<file path="config.mk">
export PLATFORM = sky130hd
export DESIGN_NAME = demap_frame_ctrl
export DESIGN_NICKNAME = d
export VERILOG_FILES = /design/src/rtl/demap_frame_ctrl.sv
export SDC_FILE = /design/constraint.sdc
export NUM_CORES = 1
export LEC_CHECK = 0
export CAP_MARGIN = 10
export CORE_MARGIN = 3
export CORE_UTILIZATION = 60
export DETAILED_ROUTE_END_ITERATION = 8
export GPL_ROUTABILITY_DRIVEN = 0
export HOLD_SLACK_MARGIN = 0.15
export PLACE_DENSITY_LB_ADDON = 0.15
export SETUP_SLACK_MARGIN = 0.15
export SLEW_MARGIN = 20
export SYNTH_ARGS = -nofsm -noshare
export SYNTH_HDL_FRONTEND = slang
export SYNTH_SLANG_ARGS = --single-unit
</file>
<file path="constraint.sdc">
create_clock -name i_clk -period 4.3 [get_ports i_clk]
set_input_delay 1.29 -clock i_clk [delete_from_list [all_inputs] [get_ports i_clk]]
set_output_delay 1.29 -clock i_clk [all_outputs]
set_load 0.02 [all_outputs]
</file>
<file path="src/rtl/demap_frame_ctrl.sv">
// Frame-alignment controller: FAS hunt, HUNT/PRESYNC/SYNC lock and row/column sequencing.
// Optional statistics counters enabled by defining DEMAP_FRAME_STATS_EN.
module demap_frame_ctrl #(
    parameter int unsigned MISS_LIMIT = 4,
    parameter logic [7:0]  FAS_A      = 8'hF6,
    parameter logic [7:0]  FAS_B      = 8'h28
) (
    input  logic        i_clk,
    input  logic        i_rst,
    input  logic [7:0]  i_line_data,
    input  logic        i_line_data_valid,
    output logic [7:0]  o_frame_data,
    output logic        o_frame_data_valid,
    output logic [1:0]  o_row_cnt,
    output logic [10:0] o_col_cnt,
    output logic        o_in_sync,
`ifdef DEMAP_FRAME_STATS_EN
    output logic [15:0] o_fas_err_cnt,
    output logic [15:0] o_lof_cnt,
`endif
    output logic        o_lof
);

    localparam logic [10:0] LAST_COL = 11'd1040;

    typedef enum logic [1:0] {HUNT, PRESYNC, SYNC} state_t;

    state_t          state_q, state_d;
    logic [4:0][7:0] sr_q;
    logic [1:0]      nrow_q, nrow_d;
    logic [10:0]     ncol_q, ncol_d;
    logic [2:0]      miss_q, miss_d;
    logic [2:0]      miss_inc;
    logic [1:0]      row_d;
    logic [10:0]     col_d;
    logic            lof_d;
    logic            fas_match;
    logic            at_fas;

    // sr_q[4] is the oldest byte, sr_q[0] the most recent
    assign fas_match = (sr_q[4] == FAS_A) && (sr_q[3] == FAS_A) && (sr_q[2] == FAS_A) &&
                       (sr_q[1] == FAS_B) && (sr_q[0] == FAS_B) && (i_line_data == FAS_B);
    assign at_fas    = (nrow_q == 2'd0) && (ncol_q == 11'd5);
    assign miss_inc  = miss_q + 3'd1;

    always_comb begin
        state_d = state_q;
        nrow_d  = nrow_q;
        ncol_d  = ncol_q;
        miss_d  = miss_q;
        row_d   = o_row_cnt;
        col_d   = o_col_cnt;
        lof_d   = 1'b0;
        if (i_line_data_valid) begin
            row_d = nrow_q;
            col_d = ncol_q;
            if (ncol_q == LAST_COL) begin
                ncol_d = '0;
                nrow_d = nrow_q + 2'd1;
            end else begin
                ncol_d = ncol_q + 11'd1;
            end
            case (state_q)
                HUNT: begin
                    if (fas_match) begin
                        row_d   = 2'd0;
                        col_d   = 11'd5;
                        nrow_d  = 2'd0;
                        ncol_d  = 11'd6;
                        state_d = PRESYNC;
                    end
                end
                PRESYNC: begin
                    // A mismatching byte cannot also satisfy the hunt comparison, so plain HUNT suffices
                    if (at_fas) begin
                        if (fas_match) begin
                            state_d = SYNC;
                            miss_d  = '0;
                        end else begin
                            state_d = HUNT;
                        end
                    end
                end
                SYNC: begin
                    if (at_fas) begin
                        if (fas_match) begin
                            miss_d = '0;
                        end else if (miss_inc == 3'(MISS_LIMIT)) begin
                            miss_d  = '0;
                            lof_d   = 1'b1;
                            state_d = HUNT;
                        end else begin
                            miss_d = miss_inc;
                        end
                    end
                end
                default: state_d = HUNT;
            endcase
        end
    end

`ifdef DEMAP_FRAME_STATS_EN
    logic fas_err;
    assign fas_err = i_line_data_valid && at_fas && (state_q != HUNT) && !fas_match;
`endif

    always_ff @(posedge i_clk) begin
        if (i_rst) begin
            state_q            <= HUNT;
            sr_q               <= '0;
            nrow_q             <= '0;
            ncol_q             <= '0;
            miss_q             <= '0;
            o_frame_data       <= '0;
            o_frame_data_valid <= 1'b0;
            o_row_cnt          <= '0;
            o_col_cnt          <= '0;
            o_in_sync          <= 1'b0;
            o_lof              <= 1'b0;
`ifdef DEMAP_FRAME_STATS_EN
            o_fas_err_cnt      <= '0;
            o_lof_cnt          <= '0;
`endif
        end else begin
            state_q            <= state_d;
            nrow_q             <= nrow_d;
            ncol_q             <= ncol_d;
            miss_q             <= miss_d;
            if (i_line_data_valid) begin
                sr_q <= {sr_q[3:0], i_line_data};
            end
            o_frame_data       <= i_line_data;
            o_frame_data_valid <= i_line_data_valid && (state_q == SYNC);
            o_row_cnt          <= row_d;
            o_col_cnt          <= col_d;
            o_in_sync          <= (state_d == SYNC);
            o_lof              <= lof_d;
`ifdef DEMAP_FRAME_STATS_EN
            if (fas_err && (o_fas_err_cnt != '1)) begin
                o_fas_err_cnt <= o_fas_err_cnt + 16'd1;
            end
            if (lof_d && (o_lof_cnt != '1)) begin
                o_lof_cnt <= o_lof_cnt + 16'd1;
            end
`endif
        end
    end

endmodule

</file>
==> qor.txt <==
Pre-CTS WS: 814 ps
Worst r2r src: nrow_q[0]
Setup bufs post-CTS: 0
Syn nets: 380
Register area share after synthesis: 0.473
Cts bufs inserted: 9
Period utilization: 0.735
Worst hold path startpoint: o_row_cnt[0]
Clock slew at reported path FFs: 80 ps
Final net count: 406
Dominant synthesized flop cell: dfxtp_1
FILL cells: 419
CTS Hold Bufs: 0
Largest net degree at the start of global routing: 60
CTS resizes: 0
Initial Utilization: 0.626
Gr usage total: 0.214
Initial DRC Count: 135
Top post-synthesis cells by count: dfxtp_1, nor2_1, mux2i_1
Core Rows: 27
Overflow after GRT: 0
Htree depth: 3
Overall routed net length: 6.70 mm
Max cap viols: 0
HP Class: reg -> reg
Total number of vias: 2732
Relative slew margins: 0.601
Worst vdd ir: 328 µV
Top Ports: 35
Data required, critical path: 4540 ps
Final worst slack: 1140 ps
Post-Syn Area per Cell: 9.56 µm²
Area leader, netlist: dfxtp_1
EDFF count, synth: 0
Startpoint Class: primary input
Crit path DAT: 3400 ps
Core area: 5540 µm²
CTS tree: done
Worst-skew pair later-pin latency: 350 ps
Most numerous cell in the Yosys netlist: dfxtp_1
Root Buffer Master: clkbuf_8
Peak Freq: 0.316 GHz
Reg2reg setup slack: 1960 ps
Number of global-route vias before repair: 2419
Final Hold Vio Count: 0
Mapped cell area: 3470 µm²
Leak pwr: 0.00153 µW
ANT cells: 0
Post-route total power: 1440 µW
Top cells by area, synth: dfxtp_1, mux2i_1, nor2_1
R2R depth: 7
Hold Path Sink: o_row_cnt[0]
CTS Sinks: 82
Final min period: 3160 ps
Die Span Y: 82.1 µm
Dpl hpwl: 4.42 mm
Unrepaired setup endpoints after global routing: false
DRC violations left: 0
Critical Path Fanout Max: 28
Final core utilization: 0.727
Die X: 82.1 µm
Post-route setup TNS: 0 ps
Share of the synthesized area in the top cell type: 0.473
Hold_ws: 474 ps
WL per Instance: 14.4 µm
Worst r2r dst: miss_q[2]
Drt pass-1 iters: 4
Worst Hold Depth: 2
Antenna violations before repair: 0
CP endpoint kind: flip-flop
Max Buffers Root-to-Sink: 2
Slew at the pin closest to its max-slew limit: 598 ps
Buffers on Ports: 34
Synth Register Bits: 82
Final setup fails: 0
Post-DRT Antenna Nets: 0
Area grow syn2layout: 16.1%
Post-Syn Instances: 363
CP Class: in -> reg
Number of synthesis warnings: 0
Netlist cell types: 49
Vias/cell: 5.86
Max Slew Vio Count: 0
Pwr dens: 357 nW/µm²
Layout cell share with drive strength beyond 1: 0.0812
Status: finished clean
Max Clock Skew: 7.99 ps
Global-route wire length before repair: 11.1 mm
Die area: 6730 µm²
Ys async rst share: 0
==> registers in the layout, summed over array words and instances, names as in the netlist <==
| signal | count |
|---|---|
| miss_q | 3 |
| o_in_sync | 1 |
| nrow_q | 2 |
| o_col_cnt | 11 |
| sr_q | 40 |
| o_lof | 1 |
| o_frame_data | 8 |
| o_frame_data_valid | 1 |
| ncol_q | 11 |
| state_q | 2 |
| o_row_cnt | 2 |
==> layer usage <==
metal / wire length (µm) / global-route usage / vias up
met5: 0 / 0 / -
met4: 91 / 0.0615 / 0
met3: 275 / 0.0746 / 12
met2: 3400 / 0.359 / 46
met1: 2930 / 0.258 / 1317
li1: - / - / 1357
==> final cells by class <==
class / instances / area (µm²) / area share
timing repair buffer: 37 / 355 / 0.0882
inverter: 11 / 41.3 / 0.0102
clock inverter: 7 / 76.3 / 0.0189
tap: 72 / 90.1 / 0.0224
multi-input combinational: 248 / 1700 / 0.422
sequential: 82 / 1640 / 0.407
clock buffer: 9 / 124 / 0.0307
==> power breakdown <==
part           switching (µW)  leakage [µW]  total, µW  internal (µW)
Combinational            53.5      0.000771       96.6           43.0
Clock                     285     0.0000962        557            272
Sequential               11.3      0.000666        787            775
Total                     350       0.00153       1440           1090
==> cell families after synthesis <==
family / Yosys count / synth area share
compound gates: 48 / 0.0959
flops: 82 / 0.473
simple gates: 153 / 0.255
fa+ha+maj: 6 / 0.0216
xor+xnor: 1 / 0.00252
buf+inv: 33 / 0.0368
mux: 40 / 0.115
==> critical path: stages <==
cell	delay, ps
clkdlybuf4s50_1	430
or4bb_1	490
nor4_2	430
nand4_2	160
buf_4	260
nand3_1	220
o21ai_0	120
==> how the worst max path moves through the flow <==
| stage | startpoint | endpoint | slack (ps) |
|---|---|---|---|
| 6_report | i_line_data[7] | ncol_q[5] | 1140 |
| 5_1_grt | i_line_data[7] | ncol_q[7] | 1010 |
| 4_1_cts | i_line_data[7] | miss_q[2] | 1180 |
| 3_5_place_dp | i_line_data[7] | ncol_q[5] | 810 |
| 3_3_place_gp | i_line_data[7] | ncol_q[5] | 840 |
| 2_1_floorplan | i_line_data[7] | ncol_q[4] | 1340 |
==> cells in the final DEF (no fill, tap or decap), types with 4 or more instances in the layout <==
cell type and instances:
mux2i_1 40, nor3_1 4, buf_4 4, ha_1 6, nand2b_1 12, clkbuf_8 9, a32oi_1 6, o21ai_0 4
inv_1 11, nand4b_1 5, nand4_1 6, nor2_1 50, nand3_1 19, nor2b_1 9, o31ai_1 7, nand2_1 15
a21oi_1 15, dfxtp_1 82, clkdlybuf4s50_1 32
==> stage by stage <==
step | area, µm² | instances
floorplan | 3470 | 363
global placement | 3830 | 450
detailed placement | 3830 | 450
CTS | 4030 | 466
global route | 4030 | 466
finish | 4030 | 466
(Power assumes the default switching activity.)
